<file path="src/rtl/timing_violation_logger_if.sv">
// -----------------------------------------------------------------------------
// timing_violation_logger_if
//
// Purpose:
//    Valid/ready event bus between the timing violation logger and whatever
//    reads its events (a bench or a debug reader).
//
// Signals:
//    evt_valid  event present at the head of the logger FIFO
//    evt_ready  reader accepts the head event
//    evt_time   timestamp of the head event
//    evt_mask   notifier sources that changed in that event's detect cycle
//
// Modports:
//    master  the logger side (drives valid/time/mask, samples ready)
//    slave   the reader side (samples valid/time/mask, drives ready)
// -----------------------------------------------------------------------------
interface timing_violation_logger_if #(
   parameter int NUM_SRC = 4,
   parameter int TS_W    = 16
);
   logic               evt_valid;
   logic               evt_ready;
   logic [TS_W-1:0]    evt_time;
   logic [NUM_SRC-1:0] evt_mask;

   modport master (
      output evt_valid,
      output evt_time,
      output evt_mask,
      input  evt_ready
   );

   modport slave (
      input  evt_valid,
      input  evt_time,
      input  evt_mask,
      output evt_ready
   );
endinterface

</file>
<file path="src/rtl/timing_violation_logger.sv">
// -----------------------------------------------------------------------------
// timing_violation_logger
//
// Purpose:
//    Watches the notifier regs toggled by $setup/$hold checks in annotated
//    gate-level cell models. Every change on a notifier line becomes a
//    timestamped event in a small show-ahead FIFO that a reader drains over a
//    valid/ready bus. A saturating count of detect cycles and a sticky
//    overflow flag summarise the run.
//
// Ports:
//    clk         sampling clock, all state updates on the rising edge
//    rst_n       asynchronous active-low reset
//    notifier_i  asynchronous notifier lines, any level change is a violation
//    clr_i       synchronous clear of counter, overflow, timestamp and FIFO
//    evt         event bus (master modport): evt_valid/evt_ready/evt_time/evt_mask
//    evt_count   number of detect cycles seen, saturating
//    overflow    sticky, at least one event was dropped on a full FIFO
// -----------------------------------------------------------------------------
module timing_violation_logger #(
   parameter int NUM_SRC = 4,
   parameter int TS_W    = 16,
   parameter int DEPTH   = 8,
   parameter int CNT_W   = 8
) (
   input  logic                       clk,
   input  logic                       rst_n,
   input  logic [NUM_SRC-1:0]         notifier_i,
   input  logic                       clr_i,
   timing_violation_logger_if.master  evt,
   output logic [CNT_W-1:0]           evt_count,
   output logic                       overflow
);

   localparam int AW = $clog2(DEPTH);

   typedef enum logic [1:0] {
      ARM_IDLE = 2'd0,
      ARM_ONE  = 2'd1,
      ARM_TWO  = 2'd2,
      ARMED    = 2'd3
   } armState_t;

   armState_t          armState;
   armState_t          armNext;

   logic [NUM_SRC-1:0] syncS1;
   logic [NUM_SRC-1:0] syncS2;
   logic [NUM_SRC-1:0] prevVal;
   logic [NUM_SRC-1:0] det;
   logic               anyDet;

   logic [TS_W-1:0]    timeStamp;

   logic [AW:0]        wrPtr;
   logic [AW:0]        rdPtr;
   logic [TS_W-1:0]    memTime [DEPTH];
   logic [NUM_SRC-1:0] memMask [DEPTH];
   logic               fifoEmpty;
   logic               fifoFull;
   logic               push;
   logic               pop;
   logic               drop;

   // Arming sequencer state register. After reset release the logger sits
   // out a few cycles so the synchronizers can fill with the real line
   // levels; clr_i deliberately does not restart this.
   always_ff @(posedge clk or negedge rst_n) begin
      if (!rst_n) begin
         armState <= ARM_IDLE;
      end else begin
         armState <= armNext;
      end
   end

   // Arming next-state logic: step through the warm-up states once, then
   // stay armed until the next reset.
   always_comb begin
      armNext = armState;
      case (armState)
         ARM_IDLE: armNext = ARM_ONE;
         ARM_ONE:  armNext = ARM_TWO;
         ARM_TWO:  armNext = ARMED;
         ARMED:    armNext = ARMED;
         default:  armNext = ARM_IDLE;
      endcase
   end

   // Two-flop synchronizer per notifier line, followed by the previous-value
   // register used for edge detection. These keep tracking through clr_i so
   // that a clear never manufactures a fake edge afterwards.
   always_ff @(posedge clk or negedge rst_n) begin
      if (!rst_n) begin
         syncS1  <= '0;
         syncS2  <= '0;
         prevVal <= '0;
      end else begin
         syncS1  <= notifier_i;
         syncS2  <= syncS1;
         prevVal <= syncS2;
      end
   end

   // Edge detect and FIFO control. A detect while unarmed is suppressed,
   // which hides lines that were already high when reset was released.
   // A full FIFO still accepts a push when the head is popped in the same
   // cycle; only a push with no room and no pop is dropped.
   always_comb begin
      det       = (armState == ARMED) ? (syncS2 ^ prevVal) : '0;
      anyDet    = |det;
      fifoEmpty = (wrPtr == rdPtr);
      fifoFull  = (wrPtr[AW] != rdPtr[AW]) && (wrPtr[AW-1:0] == rdPtr[AW-1:0]);
      pop       = !fifoEmpty && evt.evt_ready && !clr_i;
      push      = anyDet && !clr_i && (!fifoFull || pop);
      drop      = anyDet && !clr_i && fifoFull && !pop;
   end

   // Free-running timestamp, wraps silently; clr_i restarts it from zero.
   always_ff @(posedge clk or negedge rst_n) begin
      if (!rst_n) begin
         timeStamp <= '0;
      end else if (clr_i) begin
         timeStamp <= '0;
      end else begin
         timeStamp <= timeStamp + TS_W'(1);
      end
   end

   // FIFO pointers carry one extra wrap bit so full and empty can be told
   // apart when the index bits match. A clear flushes everything.
   always_ff @(posedge clk or negedge rst_n) begin
      if (!rst_n) begin
         wrPtr <= '0;
         rdPtr <= '0;
      end else if (clr_i) begin
         wrPtr <= '0;
         rdPtr <= '0;
      end else begin
         if (push) begin
            wrPtr <= wrPtr + (AW+1)'(1);
         end
         if (pop) begin
            rdPtr <= rdPtr + (AW+1)'(1);
         end
      end
   end

   // FIFO storage. Contents need no reset because the outputs are masked
   // whenever the FIFO is empty.
   always_ff @(posedge clk) begin
      if (push) begin
         memTime[wrPtr[AW-1:0]] <= timeStamp;
         memMask[wrPtr[AW-1:0]] <= det;
      end
   end

   // Violation counter and sticky overflow. Every detect cycle counts even
   // when its event is dropped; the counter holds at all-ones. A detect in
   // a clear cycle is discarded and not counted.
   always_ff @(posedge clk or negedge rst_n) begin
      if (!rst_n) begin
         evt_count <= '0;
         overflow  <= 1'b0;
      end else if (clr_i) begin
         evt_count <= '0;
         overflow  <= 1'b0;
      end else begin
         if (anyDet && (evt_count != {CNT_W{1'b1}})) begin
            evt_count <= evt_count + CNT_W'(1);
         end
         if (drop) begin
            overflow <= 1'b1;
         end
      end
   end

   // Show-ahead read port: the head entry is presented directly, and reads
   // as zero while there is nothing queued.
   always_comb begin
      evt.evt_valid = !fifoEmpty;
      evt.evt_time  = fifoEmpty ? '0 : memTime[rdPtr[AW-1:0]];
      evt.evt_mask  = fifoEmpty ? '0 : memMask[rdPtr[AW-1:0]];
   end

endmodule

</file>
<file path="src/flat_wrapper.sv">
// flat-port wrapper written by rule: the top's interface ports become plain ports
module timing_violation_logger_flat 
#(
   parameter int NUM_SRC = 4,
   parameter int TS_W    = 16,
   parameter int DEPTH   = 8,
   parameter int CNT_W   = 8
)
  (clk, rst_n, notifier_i, clr_i, evt_count, overflow, evt_evt_valid, evt_evt_time, evt_evt_mask, evt_evt_ready);
  timing_violation_logger_if #(.NUM_SRC(NUM_SRC), .TS_W(TS_W)) evt_i ();
  input  logic clk;
  input  logic rst_n;
  input  logic [NUM_SRC-1:0] notifier_i;
  input  logic clr_i;
  output logic [CNT_W-1:0] evt_count;
  output logic overflow;
  output wire logic [$bits(evt_i.evt_valid)-1:0] evt_evt_valid;
  output wire logic [$bits(evt_i.evt_time)-1:0] evt_evt_time;
  output wire logic [$bits(evt_i.evt_mask)-1:0] evt_evt_mask;
  input wire logic [$bits(evt_i.evt_ready)-1:0] evt_evt_ready;
  assign evt_evt_valid = evt_i.evt_valid;
  assign evt_evt_time = evt_i.evt_time;
  assign evt_evt_mask = evt_i.evt_mask;
  assign evt_i.evt_ready = evt_evt_ready;
  timing_violation_logger #(.NUM_SRC(NUM_SRC), .TS_W(TS_W), .DEPTH(DEPTH), .CNT_W(CNT_W)) u_core (.clk(clk), .rst_n(rst_n), .notifier_i(notifier_i), .clr_i(clr_i), .evt(evt_i), .evt_count(evt_count), .overflow(overflow));
endmodule
</file>
<file path="config.mk">
export PLATFORM = sky130hd
export DESIGN_NAME = timing_violation_logger_flat
export DESIGN_NICKNAME = d
export VERILOG_FILES = /design/src/rtl/timing_violation_logger_if.sv /design/src/rtl/timing_violation_logger.sv /design/src/flat_wrapper.sv
export SDC_FILE = /design/constraint.sdc
export NUM_CORES = 1
export LEC_CHECK = 0
export ABC_AREA = 1
export CAP_MARGIN = 20
export CORE_ASPECT_RATIO = 1.25
export CORE_MARGIN = 2
export CORE_UTILIZATION = 60
export CTS_CLUSTER_SIZE = 8
export DETAILED_ROUTE_END_ITERATION = 12
export GPL_ROUTABILITY_DRIVEN = 1
export PLACE_DENSITY = 0.79
export SLEW_MARGIN = 20
export SYNTH_ARGS = -nofsm -noshare
export SYNTH_HDL_FRONTEND = slang
export SYNTH_SLANG_ARGS = --single-unit
</file>
<file path="constraint.sdc">
create_clock -name clk -period 5.2 [get_ports clk]
set_clock_uncertainty 0.2 [all_clocks]
set_input_delay 1.56 -clock clk [delete_from_list [all_inputs] [get_ports clk]]
set_output_delay 1.56 -clock clk [all_outputs]
set_load 0.05 [all_outputs]
</file>
==> flow_summary.toml <==
[outcome]
status = "completed"

[floorplanning]
die_w_um = 111
die_height_um = 138
rows = 48
coreArea_mm2 = 0.0139
dieArea_mm2 = 0.0153
ios = 38
start_util = 0.619

[logic_synthesis]
synth.yosys.seq_area_share = 0.697
netlist.area_leader.share = 0.560
avgSynthCellArea_um2 = 11.5
synth_area_leaders = "edfxtp_1, dfrtp_1, nor2_1, o21ai_0, o22ai_1"
yosysUniqueCellTypes = 33
syn-num-nets = 758
synth_top_area_cell = "edfxtp_1"
ys_seq_elements = 207
syn_inst = 746
syn_area_mm2 = 0.00858
synth_warnings = 0

[drt]
ant_nets = 0
routed_wl_mm = 18.7
drt_pass1_iterations = 5
drc_errors = 0
wire_per_inst_um = 19.0
via_per_inst = 5.93
vias = 5853
drt_iter0_markers = 576

[clock_tree]
cts_htree_levels = 1
root_buffer = "clkbuf_16"
holdBufCountCts = 0
cts_buffers = 29
clk_latency_ns = 0.53
clk_pin_slew_worst_paths_ns = 0.05
clockBufferDepth = 3
cts.sinks = 207
post_cts.repair.setup_buffers = 0
cts_repair_resize_count = 0
cts_tree = "done"

[setup_path]
startpoint = "u_core.wrPtr[1]"
r2r_setup_slack_ns = 2.79
end_kind = "output port"
cp.required_ns = 3.44
start_kind = "register"
worstPathMaxFanout = 22
r2r-start = "u_core.armState[1]"
path_class = "reg -> out"
cp.arrival_ns = 2.75

[final_layout]
drive_above_1_share = 0.119
final_area_mm2 = 0.00991
final_cell_mix = "edfxtp_1, nor2_1, o21ai_0"
syn_to_final_growth_pct = 15.4
final_nets = 802
antenna_cells = 0
num-fill-cells = 918
layout_commonest_cell = "edfxtp_1"

[timing]
setup_ws_ns = 0.693
hold_violations = 0
rsz0062_at_grt = "false"
min_period_ns = 4.51
setup_violations = 0
fin_tns_setup_ns = 0
slew_violations = 0
tightestPinTransition_ns = 0.929
max_slew_margin = 0.380
fmax_mhz = 222
fin_crit_sh = 0.867

[worst_hold_path]
hp-class = "reg -> reg"
hp-start = "u_core.syncS1[0]"

[global_routing]
grt_max_degree = 83
grt_pass1_vias = 6087
grt_usage = 0.250
grt_pass1_wl_mm = 30.0
gr-total-overflow = 0
antenna_found_initial = 0

[place]
placed_area_mm2 = 0.00908
pre_cts_ws_ns = 1.28
routabilityCongestion = 0.870
place_hpwl_mm = 10.9
port-buffer-count = 37

[pwr]
leakage_nw = 3.78
peakVddDrop_mv = 0.443
power_density_mw_per_mm2 = 571

[flow_run]
max-cap-violations = 0
per-stage QoR:
stage	power [mW]	utilization	cells	hold WS [ns]
after floorplan	3.42	-	746	0.131
after global placement	3.94	0.655	934	0.133
after detailed placement	3.99	0.655	934	0.137
after CTS	5.67	0.714	987	0.142
after global routing	5.89	0.714	987	0.147
final	5.66	0.714	987	0.139
path summary, 6_finish.rpt:
kind,depth (start not counted),to
worst max-delay path,6,evt_evt_valid
worst min-delay path,0,u_core.syncS2[0]
worst max register to register,9,u_core.memTime[4][0]
worst min register to register,0,u_core.syncS2[0]
max in group asynchronous,1,u_core.rdPtr[0]
min in group asynchronous,1,u_core.rdPtr[2]
logic make-up (layout without fill, tap and decap cells):
| group | after synthesis | count (layout) | synth area share |
|---|---|---|---|
| buffers and inverters | 87 | 153 | 0.0442 |
| flip-flops | 207 | 207 | 0.697 |
| AND/OR/NAND/NOR | 272 | 272 | 0.135 |
| adder cells (fa/ha/maj) | 4 | 4 | 0.00583 |
| XOR/XNOR | 12 | 12 | 0.0131 |
| AO/OA/AOI/OAI | 164 | 164 | 0.105 |
layer usage:
metal  wire length (µm)  track usage  vias to the layer above
met3               1400       0.0334                       49
li1                   -            -                     2704
met2               9420        0.439                      284
met5                  0            0                        -
met4                579        0.112                        0
met1               7340        0.316                     2816
registers in the layout (all words and copies together), names as in the netlist:
| register | cells |
|---|---|
| u_core.timeStamp | 16 |
| u_core.evt_count | 8 |
| u_core.armState | 2 |
| u_core.prevVal | 4 |
| u_core.overflow | 1 |
| u_core.syncS1 | 4 |
| u_core.syncS2 | 4 |
| u_core.wrPtr | 4 |
| u_core.rdPtr | 4 |
| u_core.memMask | 32 |
| u_core.memTime | 128 |
final cells by class:
class / count / area, µm² / area share
sequential: 207 / 5980 / 0.604
multi-input combinational: 452 / 2250 / 0.227
clock buffer: 52 / 812 / 0.0820
timing repair buffer: 52 / 455 / 0.0460
tap: 175 / 219 / 0.0221
inverter: 48 / 180 / 0.0182
clock inverter: 1 / 8.76 / 0.000884
synthesized netlist by cell type:
cell type,n
nand4_1,8
nor3_2,1
edfxtp_1,160
dfrtp_1,47
nor3b_1,1
nor3_1,8
ha_1,4
buf_6,3
clkbuf_4,1
o21ai_0,102
clkbuf_2,1
o21ai_2,3
nand3_1,28
a21oi_1,6
inv_1,45
clkbuf_1,22
nor2_2,3
o2111ai_4,1
inv_2,3
buf_4,4
xnor2_1,2
nor2_1,149
nand2_2,3
nand2_4,3
buf_2,8
o22ai_1,40
nor2_4,1
xor2_1,9
xnor2_2,1
o21ai_1,12
nand3_2,2
or2_2,1
nand2_1,64
worst max-delay path, stage by stage (launching register included):
cell,delay (ns)
dfrtp_1,0.46
inv_1,0.10
nand2_1,0.08
nand2_2,0.07
nor2_4,0.16
nand3_2,0.46
clkdlybuf4s50_1,0.90
where the power goes:
group          internal, mW  switching [mW]  leakage, nW
Combinational         0.549            1.48         1.27
Clock                  1.04           0.635        0.389
Sequential             1.90          0.0507         2.12
Power figures use the tool's default switching activity.
